**src/rtl/uart_line_monitor.sv**
```systemverilog
// rtl/uart_line_monitor.sv - multi-channel UART rx conditioner, tx router and line monitor
// Per channel: synchroniser, glitch filter, falling-edge counter, break detector; global tx routing.
module uart_line_monitor #(
    parameter int N_CH         = 2,
    parameter int SYNC_STAGES  = 2,
    parameter int FILTER_LEN   = 3,
    parameter int BREAK_CYCLES = 1000,
    parameter int CNT_W        = 16
) (
    input  logic                  clk,
    input  logic                  rst,
    input  logic [N_CH-1:0]       rx,
    input  logic [1:0]            mode,
    input  logic                  clr_cnt,
    output logic [N_CH-1:0]       tx,
    output logic [N_CH-1:0]       rx_monitor,
    output logic [N_CH-1:0]       tx_monitor,
    output logic [N_CH*CNT_W-1:0] edge_cnt,
    output logic [N_CH-1:0]       break_det
);

    localparam int FW = $clog2(FILTER_LEN + 1);
    localparam int BW = $clog2(BREAK_CYCLES + 1);
    localparam logic [FW-1:0] F_LAST = FW'(FILTER_LEN - 1);
    localparam logic [BW-1:0] B_MAX  = BW'(BREAK_CYCLES);
    localparam logic [BW-1:0] B_LAST = BW'(BREAK_CYCLES - 1);

    localparam logic [1:0] MODE_IDLE  = 2'b00;
    localparam logic [1:0] MODE_LOOP  = 2'b01;
    localparam logic [1:0] MODE_CROSS = 2'b10;

    logic [N_CH-1:0] rx_filt;

    for (genvar i = 0; i < N_CH; i++) begin : g_ch
        localparam int NXT = (i + 1) % N_CH;

        logic [SYNC_STAGES-1:0] sync;
        logic                   rx_s;
        logic                   filt;
        logic [FW-1:0]          run;
        logic                   take;
        logic                   fall;
        logic [CNT_W-1:0]       ecnt;
        logic [BW-1:0]          bcnt;
        logic                   brk;
        logic                   tx_r;
        logic                   rx_mon_r;
        logic                   tx_mon_r;

        assign rx_s = sync[SYNC_STAGES-1];
        // A new level is accepted on the FILTER_LEN-th consecutive differing sample.
        assign take = (rx_s != filt) && (run == F_LAST);
        assign fall = take && !rx_s;

        always_ff @(posedge clk) begin
            if (rst) begin
                sync <= '1;
            end else begin
                sync <= {sync[SYNC_STAGES-2:0], rx[i]};
            end
        end

        always_ff @(posedge clk) begin
            if (rst) begin
                filt <= 1'b1;
                run  <= '0;
                ecnt <= '0;
                bcnt <= '0;
                brk  <= 1'b0;
            end else begin
                if (rx_s == filt) begin
                    run <= '0;
                end else if (take) begin
                    filt <= rx_s;
                    run  <= '0;
                end else begin
                    run <= run + 1'b1;
                end

                if (clr_cnt) begin
                    ecnt <= '0;
                end else if (fall && (ecnt != {CNT_W{1'b1}})) begin
                    ecnt <= ecnt + 1'b1;
                end

                if (filt) begin
                    bcnt <= '0;
                    brk  <= 1'b0;
                end else begin
                    if (bcnt != B_MAX) begin
                        bcnt <= bcnt + 1'b1;
                    end
                    if (bcnt >= B_LAST) begin
                        brk <= 1'b1;
                    end
                end
            end
        end

        always_ff @(posedge clk) begin
            if (rst) begin
                tx_r     <= 1'b1;
                rx_mon_r <= 1'b1;
                tx_mon_r <= 1'b1;
            end else begin
                case (mode)
                    MODE_IDLE:  tx_r <= 1'b1;
                    MODE_LOOP:  tx_r <= filt;
                    MODE_CROSS: tx_r <= rx_filt[NXT];
                    default:    tx_r <= 1'b0;
                endcase
                rx_mon_r <= filt;
                tx_mon_r <= tx_r;
            end
        end

        assign rx_filt[i]                 = filt;
        assign tx[i]                      = tx_r;
        assign rx_monitor[i]              = rx_mon_r;
        assign tx_monitor[i]              = tx_mon_r;
        assign edge_cnt[i*CNT_W +: CNT_W] = ecnt;
        assign break_det[i]               = brk;
    end

endmodule

```
**config.mk**
```make
export PLATFORM = sky130hd
export DESIGN_NAME = uart_line_monitor
export DESIGN_NICKNAME = d
export VERILOG_FILES = /design/src/rtl/uart_line_monitor.sv
export SDC_FILE = /design/constraint.sdc
export NUM_CORES = 1
export LEC_CHECK = 0
export BUFFER_PORTS_ARGS = -buffer_cell sky130_fd_sc_hd__buf_2
export CAP_MARGIN = 20
export CORE_ASPECT_RATIO = 2
export CORE_MARGIN = 10
export CORE_UTILIZATION = 40
export DETAILED_ROUTE_END_ITERATION = 8
export PLACE_DENSITY_LB_ADDON = 0.12
export SYNTH_ARGS = -nofsm -noshare
export SYNTH_HDL_FRONTEND = slang
export SYNTH_SLANG_ARGS = --single-unit
```
**constraint.sdc**
```tcl
create_clock -name clk -period 2.25 [get_ports clk]
set_input_delay 0.1125 -clock clk [delete_from_list [all_inputs] [get_ports clk]]
set_output_delay 0.1125 -clock clk [all_outputs]
set_load 0.005 [all_outputs]
```
* Word-level counts from Yosys, hierarchy flattened *
Cells that the tools add are included.

operators by class
  mux-type cells = 2
  equal/unequal tests = 12
  bitwise operators = 2
  reduce and logical (&&, ||, !) cells = 16
  magnitude comparators = 2
  $add $sub $neg = 6

operators with widths
  kind                   number
  $add 16x1->16 const B  2
  $ne 16x16->1 const B   2
  $add 10x1->10 const B  2
  $ge 10x10->1 const B   2
  $ne 10x10->1 const B   2
  $eq 2x2->1 const B     3
  $logic_and 1x1->1      6
  $pmux 1 s3             2
  $reduce_or 2->1        3
  $reduce_or 3->1        2
  $add 2x1->2 const B    2
  $reduce_and 2->1       2
  $eq 1x1->1             2
  $eq 2x1->1 const B     1
  $logic_not 1->1        2
  $logic_not 2->1        1
  $ne 1x1->1             2
  $not 1->1              2

word-level totals
  output and inout port bits = 40
  register bits = 70
  word-level logic and storage cells = 58
  input bits = 7

* Logic depth before layout (Yosys ltp) *
Gate-level depths: netlist (run 1).

  word-level depth = 4
  mapped depth = 7
  depth with buffers taken out = 6

* Worst setup path after synthesis (run 1) *
No wires, ideal clock.

  path type = reg2reg
  start = reg g_ch[1].run[0]
  end = reg g_ch[1].ecnt[15]
  slack = 0.262 ns
  stages on the path, launching flop included = 8
  data arrival time = 1.918 ns
  period minus slack after synthesis = 1.988 ns
  data required time = 2.180 ns
  library setup time = 0.070 ns
  buffers on the path = 1
  path through = dfxtp_1 -> inv_1 -> ha_1 -> nand3b_4 -> or4_1 -> buf_2 -> or4_1 -> a21oi_1

on the way
  cells in the longest elaborated chain, start to end = 4

ends and longest elaborated chain
  what                    RTL line  source
  from (decl)             40        logic [FW-1:0] run;
  from (signal assigned)  77        run <= run + 1'b1;
  $eq 2x2->1              52        assign take = (rx_s != filt) && (run == F_LAST);
  $logic_and 1x1->1       52
  $logic_and 1x1->1       53        assign fall = take && !rx_s;
  $logic_and 1x1->1       82        end else if (fall && (ecnt != {CNT_W{1'b1}})) begin
  to (signal assigned)    83        ecnt <= ecnt + 1'b1;
  to (decl)               43        logic [CNT_W-1:0] ecnt;

No other way between the ends.
A chain may end at the register's enable or synchronous reset.

* Worst setup path in the final report (run 1) *
  start = reg g_ch[0].run[0]
  end = reg g_ch[0].ecnt[9]

on the way
  cells in the longest elaborated chain, start to end = 4

ends and longest elaborated chain
  what                    RTL line
  from (decl)             40
  from (signal assigned)  77
  $eq 2x2->1              52
  $logic_and 1x1->1       52
  $logic_and 1x1->1       53
  $logic_and 1x1->1       82
  to (signal assigned)    83
  to (decl)               43

No other way between the ends.

==> results of run 1 <==
## sequential cells by signal, indices dropped and copies added (netlist names)
signal and cells:
g_ch.ecnt 32, g_ch.bcnt 20, g_ch.run 4, g_ch.sync 4
g_ch.brk 2, g_ch.filt 2, g_ch.rx_mon_r 2, g_ch.tx_mon_r 2
g_ch.tx_r 2
## layout make-up
cell class                 count  area [sq um]
fill                         794          4040
tap                           96           120
sequential                    70          1400
multi-input combinational    267          1700
clock buffer                  13           270
inverter                      15          56.3
timing repair buffer          53           288
clock inverter                 3          65.1
## worst paths after layout
| path | startpoint | to | depth (start not counted) |
|---|---|---|---|
| setup reg to reg | g_ch[0].run[0] | g_ch[0].ecnt[9] | 6 |
| hold reg to reg | g_ch[1].sync[0] | g_ch[1].sync[1] | 1 |
| setup / recovery | g_ch[0].run[0] | g_ch[0].ecnt[9] | 6 |
| hold / removal | mode[0] | g_ch[0].tx_r | 3 |
## cell usage after synthesis, types with 3 or more instances
cell      instances
inv_1            15
nand2_1          31
nor2_1           27
o31ai_1          15
o21ai_0          10
and4_1            6
nor4_1            9
o211ai_1          3
dfxtp_1          70
clkbuf_1          9
ha_1              8
xnor2_1          12
or2_2             8
xor2_1            6
or3_1            14
a21oi_1          27
or4_1            17
buf_4             8
buf_2             3
nand3_1          18
mux2i_1           4
and3_1            4
nand4_1          10
and2_1            3
nor3_1            9
## worst reg2reg max path, stage by stage (launching register included)
cell	delay, ps
dfxtp_1	310
inv_1	50
ha_1	250
nand3b_4	100
or4_1	690
or4_1	510
a21oi_1	150
## power by group
group | total [mW] | leakage [nW] | internal [mW] | switching, mW
Clock | 1.57 | 0.166 | 1.06 | 0.510
Sequential | 1.25 | 0.566 | 1.25 | 0.00390
Combinational | 0.0419 | 0.675 | 0.0177 | 0.0243
Total | 2.86 | 1.41 | 2.32 | 0.538
## metrics by stage
step / total power [mW] / worst slack [ps]
2_1_floorplan: 1.30 / 262
3_3_place_gp: 1.32 / 181
3_5_place_dp: 1.32 / 133
4_1_cts: 2.90 / 117
5_1_grt: 2.95 / 3.27
6_report: 2.86 / 114
## cell families after synthesis
| logic type | Yosys count |
|---|---|
| XOR/XNOR | 18 |
| adder cells (fa/ha/maj) | 8 |
| AO/OA/AOI/OAI | 71 |
| buffers and inverters | 35 |
| flip-flops | 70 |
| AND/OR/NAND/NOR | 166 |
| multiplexers | 4 |
## repair_timing
| action | in CTS | in global routing |
|---|---|---|
| setup endpoints to repair | 0 | 1 |
| gates resized for setup | 0 | 1 |
| hold buffers | 2 | 0 |
| hold endpoints to repair | 2 | 0 |
## metal layers
metal	GRT usage, %	vias to the layer above	part of all wire [%]
li1	-	1456	-
met1	12.5	1347	41
met2	21.8	65	52
met3	3.69	14	5.2
met4	5.81	0	2.1
met5	0	-	0
==> metrics.md, run 1 <==
| Metric | Value |
|---|---|
| Result of the run | `finished clean` |
| Placement Cell Area | `0.00354 sq mm` |
| Fin Hold WS | `88.1 ps` |
| Final setup skew | `9.79 ps` |
| Final Cycle Share | `94.9%` |
| Share of synthesized flip-flops with an asynchronous set or reset | `0%` |
| I/O pin cnt | `47` |
| Weighted congestion reported at the end of routability-driven placement | `0.776` |
| Clock root buffer | `clkbuf_16` |
| Total number of yosys warnings | `0` |
| Net Count, Synth | `387` |
| Clock-pin slew reported for the worst setup and hold paths after clock tree synthesis | `60 ps` |
| Maximum achievable frequency | `468 MHz` |
| Final std cells w/o fill | `517` |
| Final worst path period need | `2140 ps` |
| Commonest cells after routing, fill and taps aside | `dfxtp_1, buf_2, nand2_1` |
| Setup repair after global routing missed its margin | `no` |
| Pins Over Slew Limit | `0` |
| Peak per-stage delay on the critical path | `690 ps` |
| Total negative slack | `0 ps` |
| Number of port buffers | `46` |
| Power density normalized to cell area | `734 mW/mm^2` |
| Net count reported at finish | `431` |
| Leading post-synthesis cells by cell area | `dfxtp_1, a21oi_1, or4_1` |
| DIE WIDTH | `83.8 um` |
| Buf+Inv Stages, Crit Path | `1` |
| Final setup violation count | `0` |
| Post-synthesis instance area | `0.00326 sq mm` |
| Share of synthesized area spent on multiplexers | `1.23%` |
| Clock Latency Late Sink | `330 ps` |
| Maximum buffer depth of the clock tree | `2` |
| Die H | `148 um` |
| Cells after Synth | `372` |
| R2r setup slk | `110 ps` |
| Main combinational cell family by area after synthesis | `simple AND/OR/NAND/NOR gates` |
| Post-detailed-placement half-perimeter wirelength | `5600 um` |
| Commonest register cell after synthesis | `dfxtp_1` |
| Vias/cell | `5.57` |
| Data arrival time of the critical path | `2400 ps` |
| Synth Area in Simple Gates | `29.0%` |
| Pin count of the biggest net entering global routing | `27` |
| Initial standard-cell utilization of the core | `41.1%` |
| Family with the most delay on the worst path | `simple AND/OR/NAND/NOR gates` |
| Area growth from synthesis to layout | `19.6%` |
| Hold crit path type | `primary input to register` |
| Post-route DRC | `0` |
| Post-CTS Setup Repair Bufs | `0` |
| Final number of hold-violating endpoints | `0` |
| Full die area | `0.0124 sq mm` |
| Pre-antenna DRT Iters | `4` |
| Floorplan core area | `0.00794 sq mm` |
| H-Tree Level Count | `3` |
| Clock sink total | `70` |
| Mean post-synth cell area | `8.77 sq um` |
| Number of placement rows | `46` |
| Max cap viols | `0` |
| Complex-gate fraction of the synthesized area | `13.9%` |
| Biggest fanout along the worst timing path | `9` |
| Kind of critical path | `register to register` |
| Commonest non-fill, non-tap cell in the layout | `dfxtp_1` |
| Fraction of final layout cells sized beyond drive strength 1 | `18.8%` |
| Share of the synthesized area in the top cell type | `43.0%` |
| Launching element type of the critical path | `register` |
| Share of synthesized cell area in full adder, half adder and majority cells | `3.07%` |
| Post-DR wirelength/cell | `14.6 um` |
| Max IR drop VDD | `0.512 mV` |
| Xor/xnor cell area share of the yosys netlist | `4.83%` |
| Antenna violations before repair | `0` |
| Relative slew slack | `62.7%` |
| Cell accounting for the most synthesized area | `dfxtp_1` |
| Total length of routed wires | `7550 um` |
| Leakage | `1.41 nW` |
| Overall fraction of global-route tracks in use | `12.2%` |
| First-pass GRT wire length | `12,700 um` |
| Gr ovfl total | `0` |
| Vias post-DR | `2,882` |
| Cell type with the highest occurrence count on the critical path | `or4_1` |
| Via count of the first global-routing pass | `2,749` |
| Crit-path slowest cell | `or4_1` |
| Iteration-0 DRC count of the detailed router | `111` |
| Worst slew pin tran | `558 ps` |
| Total clock buffers created by CTS | `9` |
| Post-DRT Antenna Nets | `0` |
| CP Capture Type | `register` |
| Share of the core filled with cells in the final layout | `49.1%` |
| Diodes inserted | `0` |
| Required time of the critical path | `2510 ps` |
| Sequential share of the synthesized area | `43.0%` |
| Post-layout instance area | `0.00390 sq mm` |
| Post-Place Cells | `499` |
| Yosys cell types | `43` |
| Crit path cell chain | `inv_1 > ha_1 > nand3b_4 > or4_1 > or4_1 > a21oi_1` |
| Number of flops mapped to enable cells by yosys | `0` |
| TritonCTS clock tree | `done` |
| Number of synthesized register bits | `70` |
Power figures use the tool's default switching activity.
==> inputs of run 2 (changes only) <==
Settings changed: CORE_MARGIN 10 to 2.
==> run 2 against run 1 <==
Compared with the run above:
- routed wire length down 4.3%
- sequential share of layout area rose by 0.53 points
- global-route usage rose by 5.2 points
- critical path depth is the same
- utilization shrank 0.71 points
- sequential power hardly changed
- clock skew down 5.0 ps
- combinational power barely moved
- non-clock buffer count decreased by 2
- critical path type unchanged
- largest cell class unchanged
- largest power group unchanged
==> metrics.md, run 2 (synthesis gave the netlist of run 1 again) <==
| Metric | Value |
|---|---|
| Number of placement rows | `46 (unchanged)` |
| Final number of hold-violating endpoints | `0 (unchanged)` |
| Maximum buffer depth of the clock tree | `2 (unchanged)` |
| Power density normalized to cell area | `700 mW/mm^2 (-4.6%)` |
| Pin count of the biggest net entering global routing | `27 (unchanged)` |
| Result of the run | `finished clean` |
| Required time of the critical path | `2510 ps (about the same)` |
| Fraction of final layout cells sized beyond drive strength 1 | `17.9% (-0.87 points)` |
| Relative slew slack | `58.9% (-3.8 points)` |
| Gr ovfl total | `0 (unchanged)` |
| Pre-antenna DRT Iters | `4 (unchanged)` |
| Final std cells w/o fill | `515 (-0.39%)` |
| H-Tree Level Count | `3 (unchanged)` |
| Sw power | `537 uW (-0.27%)` |
| Worst slew pin tran | `615 ps (+57.2 ps)` |
| Final setup violation count | `0 (unchanged)` |
| Net count reported at finish | `429 (-0.46%)` |
| Clock root buffer | `clkbuf_16` |
| First-pass GRT wire length | `12,100 um (-5.1%)` |
| TritonCTS clock tree | `done` |
| Data arrival time of the critical path | `2390 ps (about the same)` |
| Crit-path slowest cell | `or4_1` |
| Max IR drop VDD | `0.343 mV (-33%)` |
| Clock sink total | `70 (unchanged)` |
| Clock Latency Late Sink | `330 ps (about the same)` |
| Number of port buffers | `46 (unchanged)` |
| Crit path cell chain | `inv_1 > ha_1 > nand3b_4 > or4_1 > or4_1 > a21oi_1` |
| Iteration-0 DRC count of the detailed router | `207 (+86%)` |
| Biggest fanout along the worst timing path | `9 (unchanged)` |
| Leakage | `1.37 nW (-2.3%)` |
| Biggest register | `g_ch.ecnt` |
| Antenna violations before repair | `0 (unchanged)` |
| Top Registers | `g_ch.ecnt x32, g_ch.bcnt x20` |
| Vias/cell | `5.50 (-1.3%)` |
| Pins Over Slew Limit | `0 (unchanged)` |
| Overall fraction of global-route tracks in use | `17.4% (+5.2 points)` |
| Combinational power share | `1.6% (about the same)` |
| I/O pin cnt | `47 (unchanged)` |
| Floorplan core area | `0.00794 sq mm (unchanged)` |
| Post-CTS Setup Repair Bufs | `0 (unchanged)` |
| Switch share | `19.9% (+1.1 points)` |
| Diodes inserted | `0 (unchanged)` |
| Die H | `132 um (-11%)` |
| Max cap viols | `0 (unchanged)` |
| Internal portion of total power | `2.15 mW (-7.3%)` |
| Final worst path period need | `2130 ps (-7.97 ps)` |
| Startpoint of the lowest-slack hold path | `mode[0]` |
| Cell type with the highest occurrence count on the critical path | `or4_1` |
| DIE WIDTH | `67.8 um (-19%)` |
| Final setup skew | `4.82 ps (-4.98 ps)` |
| Commonest non-fill, non-tap cell in the layout | `dfxtp_1` |
| Source of the critical timing path | `g_ch[0].run[0]` |
| Launching element type of the critical path | `register` |
| Peak per-stage delay on the critical path | `680 ps (about the same)` |
| Vias post-DR | `2,834 (-1.7%)` |
| CP Capture Type | `register` |
| Portion of total power attributed to sequential cells | `46.5% (+2.8 points)` |
| Full die area | `0.00893 sq mm (-28%)` |
| Post-Place Cells | `497 (-0.40%)` |
| Post-DRT Antenna Nets | `0 (unchanged)` |
| Maximum achievable frequency | `470 MHz (+0.37%)` |
| Commonest cells after routing, fill and taps aside | `dfxtp_1, buf_2, nand2_1` |
| Clock network fraction of total power | `51.9% (-2.9 points)` |
| Flip-flop count of the largest register after layout | `32 (unchanged)` |
| Post-detailed-placement half-perimeter wirelength | `5250 um (-6.1%)` |
| Kind of critical path | `register to register` |
| Total clock buffers created by CTS | `9 (unchanged)` |
| Area growth from synthesis to layout | `17.8%` |
| Clock-pin slew reported for the worst setup and hold paths after clock tree synthesis | `50 ps (about the same)` |
| Total length of routed wires | `7230 um (-4.3%)` |
| R2r setup slk | `120 ps (about the same)` |
| Total Power Consumption | `2.69 mW (-6.0%)` |
| Hold crit path type | `primary input to register` |
| Via count of the first global-routing pass | `2,666 (-3.0%)` |
| Setup repair after global routing missed its margin | `no` |
| Fin Hold WS | `85.7 ps (-2.38 ps)` |
| Post-route DRC | `0 (unchanged)` |
| Initial standard-cell utilization of the core | `41.1% (unchanged)` |
| Final Cycle Share | `94.6% (-0.35 points)` |
| Weighted congestion reported at the end of routability-driven placement | `0.797 (+2.8%)` |
| Reg-to-Reg Start | `g_ch[0].run[0]` |
| Total negative slack | `0 ps (unchanged)` |
| Post-DR wirelength/cell | `14.0 um (-3.9%)` |
run 2: cell count changes in the layout (fill, tap and decap cells not counted):
cell / delta
buf_4: -2
clkbuf_1: +2
clkbuf_8: -2
bufinv_16: -1
clkinv_4: +1
run 2: final timing paths:
kind	end	cells after the start
worst min-delay path	g_ch[0].tx_r	3
worst max-delay path	g_ch[0].ecnt[11]	6
worst max register to register	g_ch[0].ecnt[11]	6
worst min register to register	g_ch[0].sync[1]	1
run 2: layout make-up:
| cell class | count | area [sq um] |
|---|---|---|
| inverter | 15 | 56.3 |
| fill | 790 | 4100 |
| clock inverter | 3 | 43.8 |
| tap | 96 | 120 |
| sequential | 70 | 1400 |
| clock buffer | 13 | 250 |
| multi-input combinational | 267 | 1700 |
| timing repair buffer | 51 | 273 |
run 2: critical path: cells and delay by family, from the launching register on:
kind	cells	cell delay (ps)
buf+inv	1	60
compound gates	1	150
flops	1	310
fa+ha+maj	1	250
simple gates	3	1290
run 2: stage by stage:
stage                     utilization (%)  instance area [sq um]  setup WS, ps
final                                48.4                   3840           122
after global routing                 48.4                   3840          9.81
after CTS                            48.3                   3840           118
after detailed placement             44.4                   3520           128
after global placement               44.4                   3520           177
after floorplan                         -                   3260           262
run 2: timing repair:
| action | CTS | global route |
|---|---|---|
| resized for setup | 0 | 1 |
| endpoints found under the hold margin | 2 | 0 |
| endpoints found under the setup margin | 0 | 1 |
| hold buffers | 2 | 0 |
run 2: metal layers:
layer  GRT usage (%)  share of wire, %  up-vias
li1                -                 -     1439
met1            19.5                42     1322
met2            29.9                52       61
met3            2.23               3.4       12
met4            10.2               2.5        0
met5               0                 0        -
run 2: power groups by stage:
| stage | clock, mW | sequential, mW | combinational, mW |
|---|---|---|---|
| finish | 1.40 | 1.25 | 0.0420 |
| detailed placement | 0 | 1.28 | 0.0399 |
| floorplan | 0 | 1.28 | 0.0273 |
| global route | 1.48 | 1.25 | 0.0471 |
| global placement | 0 | 1.28 | 0.0388 |
| CTS | 1.43 | 1.25 | 0.0427 |
==> inputs of run 3 (changes only) <==
--- a/config.mk
+++ b/config.mk
@@ -11,4 +11,5 @@
 export CORE_MARGIN = 2
 export CORE_UTILIZATION = 40
+export CTS_CLUSTER_DIAMETER = 80
 export DETAILED_ROUTE_END_ITERATION = 8
 export PLACE_DENSITY_LB_ADDON = 0.12
==> constraint.sdc (replaced) <==
create_clock -name clk -period 2.6 [get_ports clk]
set_input_delay 0.13 -clock clk [delete_from_list [all_inputs] [get_ports clk]]
set_output_delay 0.13 -clock clk [all_outputs]
set_load 0.1 [all_outputs]
==> run 3 against run 2 <==
Compared with the run above:
- clock power decreased by 13%
- combinational power increased by 26%
- cell area hardly changed
- clock-buffer cell count decreased by 1
- critical path depth did not move
- highest routed layer unchanged
- largest cell class unchanged
- utilization hardly changed
- non-clock buffer count is 1 lower
- sequential share of layout area rose by 0.077 points
- maximum frequency decreased by 5.5%
- hold slack improved by 25 ps
- global-route usage grew 0.41 points
- cell count fell by 0.19%
==> metrics.md, run 3 (synthesis gave the netlist of run 1 again) <==
| Metric | Value |
|---|---|
| Result of the run | `finished clean` |
| Total length of routed wires | `7190 um (-0.53%)` |
| Data arrival time of the critical path | `2500 ps (+110 ps)` |
| Clock Latency Late Sink | `330 ps (about the same)` |
| Biggest register | `g_ch.ecnt` |
| Maximum achievable frequency | `444 MHz (-5.5%)` |
| Number of placement rows | `46 (unchanged)` |
| Final number of hold-violating endpoints | `0 (unchanged)` |
| CP Capture Type | `register` |
| Clock sink total | `70 (unchanged)` |
| Gr ovfl total | `0 (unchanged)` |
| Worst slew pin tran | `566 ps (-48.5 ps)` |
| Required time of the critical path | `2850 ps (+340 ps)` |
| Number of port buffers | `46 (unchanged)` |
| Final worst path period need | `2250 ps (+124 ps)` |
| TritonCTS clock tree | `done` |
| Total Power Consumption | `2.36 mW (-12%)` |
| Vias/cell | `5.59 (+1.6%)` |
| Filler instances | `771 (-2.4%)` |
| Count of hold-fix buffers inserted at cts | `2 (unchanged)` |
| Post-cts gate resize count | `0 (unchanged)` |
| Commonest cells after routing, fill and taps aside | `dfxtp_1, buf_2, nand2_1` |
| Via count of the first global-routing pass | `2,705 (+1.5%)` |
| Post-detailed-placement half-perimeter wirelength | `5290 um (+0.77%)` |
| Wire length on met2 | `3900 um (+3.7%)` |
| Leakage | `1.38 nW (+0.27%)` |
| Weighted congestion reported at the end of routability-driven placement | `0.798 (+0.11%)` |
| Post-route DRC | `0 (unchanged)` |
| Overall fraction of global-route tracks in use | `17.8% (+0.41 points)` |
| Met3 routed WL | `282 um (+13%)` |
| Initial standard-cell utilization of the core | `41.1% (unchanged)` |
| Kind of critical path | `register to register` |
| Final Cycle Share | `86.6% (-7.9 points)` |
| Detailed-routing wirelength on met1 | `2840 um (-6.3%)` |
| Total clock buffers created by CTS | `9 (unchanged)` |
| Full die area | `0.00893 sq mm (unchanged)` |
| Post-DRT Antenna Nets | `0 (unchanged)` |
| Die H | `132 um (unchanged)` |
| Final setup violation count | `0 (unchanged)` |
| Top metal layer carrying routed signals | `met4` |
| Clock root buffer | `clkbuf_16` |
| Commonest non-fill, non-tap cell in the layout | `dfxtp_1` |
| Relative slew slack | `62.2% (+3.4 points)` |
| I/O pin cnt | `47 (unchanged)` |
| R2r setup slk | `350 ps (+230 ps)` |
| Fin Hold WS | `110 ps (+24.5 ps)` |
| Flip-flop count of the largest register after layout | `32 (unchanged)` |
| Placement Cell Area | `0.00352 sq mm (-0.14%)` |
| Antenna violations before repair | `0 (unchanged)` |
| First-pass GRT wire length | `12,400 um (+2.6%)` |
| Launching element type of the critical path | `register` |
| Hold crit path type | `primary input to register` |
| Fraction of final layout cells sized beyond drive strength 1 | `18.4% (+0.52 points)` |
| Total negative slack | `0 ps (unchanged)` |
| Post-layout instance area | `0.00384 sq mm (about the same)` |
| Max IR drop VDD | `0.359 mV (+4.8%)` |
| Final setup skew | `3.44 ps (-1.38 ps)` |
| DIE WIDTH | `67.8 um (unchanged)` |
| Biggest fanout along the worst timing path | `14 (+5)` |
| Max cap viols | `0 (unchanged)` |
| Clock-pin slew reported for the worst setup and hold paths after clock tree synthesis | `50 ps (about the same)` |
| Maximum buffer depth of the clock tree | `2 (unchanged)` |
| Top Registers | `g_ch.ecnt x32, g_ch.bcnt x20` |
| Post-DR wirelength/cell | `14.0 um (-0.33%)` |
| Pre-antenna DRT Iters | `6 (+2)` |
| Area growth from synthesis to layout | `17.8% (about the same)` |
| Iteration-0 DRC count of the detailed router | `208 (+0.48%)` |
| Vias post-DR | `2,874 (+1.4%)` |
| Net count reported at finish | `428 (-0.23%)` |
| Setup repair after global routing missed its margin | `no` |
| Power density normalized to cell area | `614 mW/mm^2 (-12%)` |
| Diodes inserted | `0 (unchanged)` |
| H-Tree Level Count | `3 (unchanged)` |
| Pins Over Slew Limit | `0 (unchanged)` |
| Floorplan core area | `0.00794 sq mm (unchanged)` |
| Post-CTS Setup Repair Bufs | `0 (unchanged)` |
| Pin count of the biggest net entering global routing | `27 (unchanged)` |
run 3: area by class of cell:
| cell class | count | area, sq um | share of cell area, % |
|---|---|---|---|
| inverter | 15 | 56.3 | 1.47 |
| clock buffer | 12 | 256 | 6.68 |
| clock inverter | 4 | 45.0 | 1.17 |
| multi-input combinational | 267 | 1690 | 44.1 |
| sequential | 70 | 1400 | 36.5 |
| tap | 96 | 120 | 3.13 |
| timing repair buffer | 50 | 265 | 6.91 |
run 3: final timing paths:
kind,startpoint,to,cells after the start
min,clr_cnt,g_ch[1].ecnt[14],3
min reg2reg,g_ch[1].sync[0],g_ch[1].sync[1],1
max,g_ch[0].run[0],g_ch[0].ecnt[9],6
max reg2reg,g_ch[0].run[0],g_ch[0].ecnt[9],6
run 3: report_power, final:
group / total, mW / switching (mW) / leakage, nW / internal [mW]
clock: 1.22 / 0.435 / 0.152 / 0.789
sequential: 1.08 / 0.00343 / 0.567 / 1.08
combinational: 0.0528 / 0.0375 / 0.658 / 0.0153
total: 2.36 / 0.476 / 1.38 / 1.88
run 3: stage by stage:
step	setup slack (ps)	utilization [%]	cells
floorplan	33.1	-	372
global placement	430	44.3	496
detailed placement	369	44.3	496
CTS	354	48.4	514
global route	180	48.4	514
finish	348	48.4	514
run 3: worst max-delay path: stages, from the launching register on:
cell      delay [ps]
dfxtp_1          310
inv_1             60
ha_1             250
nand3b_4         180
or4_1            710
or4_1            520
a21oi_1          140
run 3: layer usage:
metal | vias up | GRT usage, %
li1 | 1446 | -
met1 | 1362 | 18.9
met2 | 52 | 31.4
met3 | 14 | 4.20
met4 | 0 | 8.56
met5 | - | 0
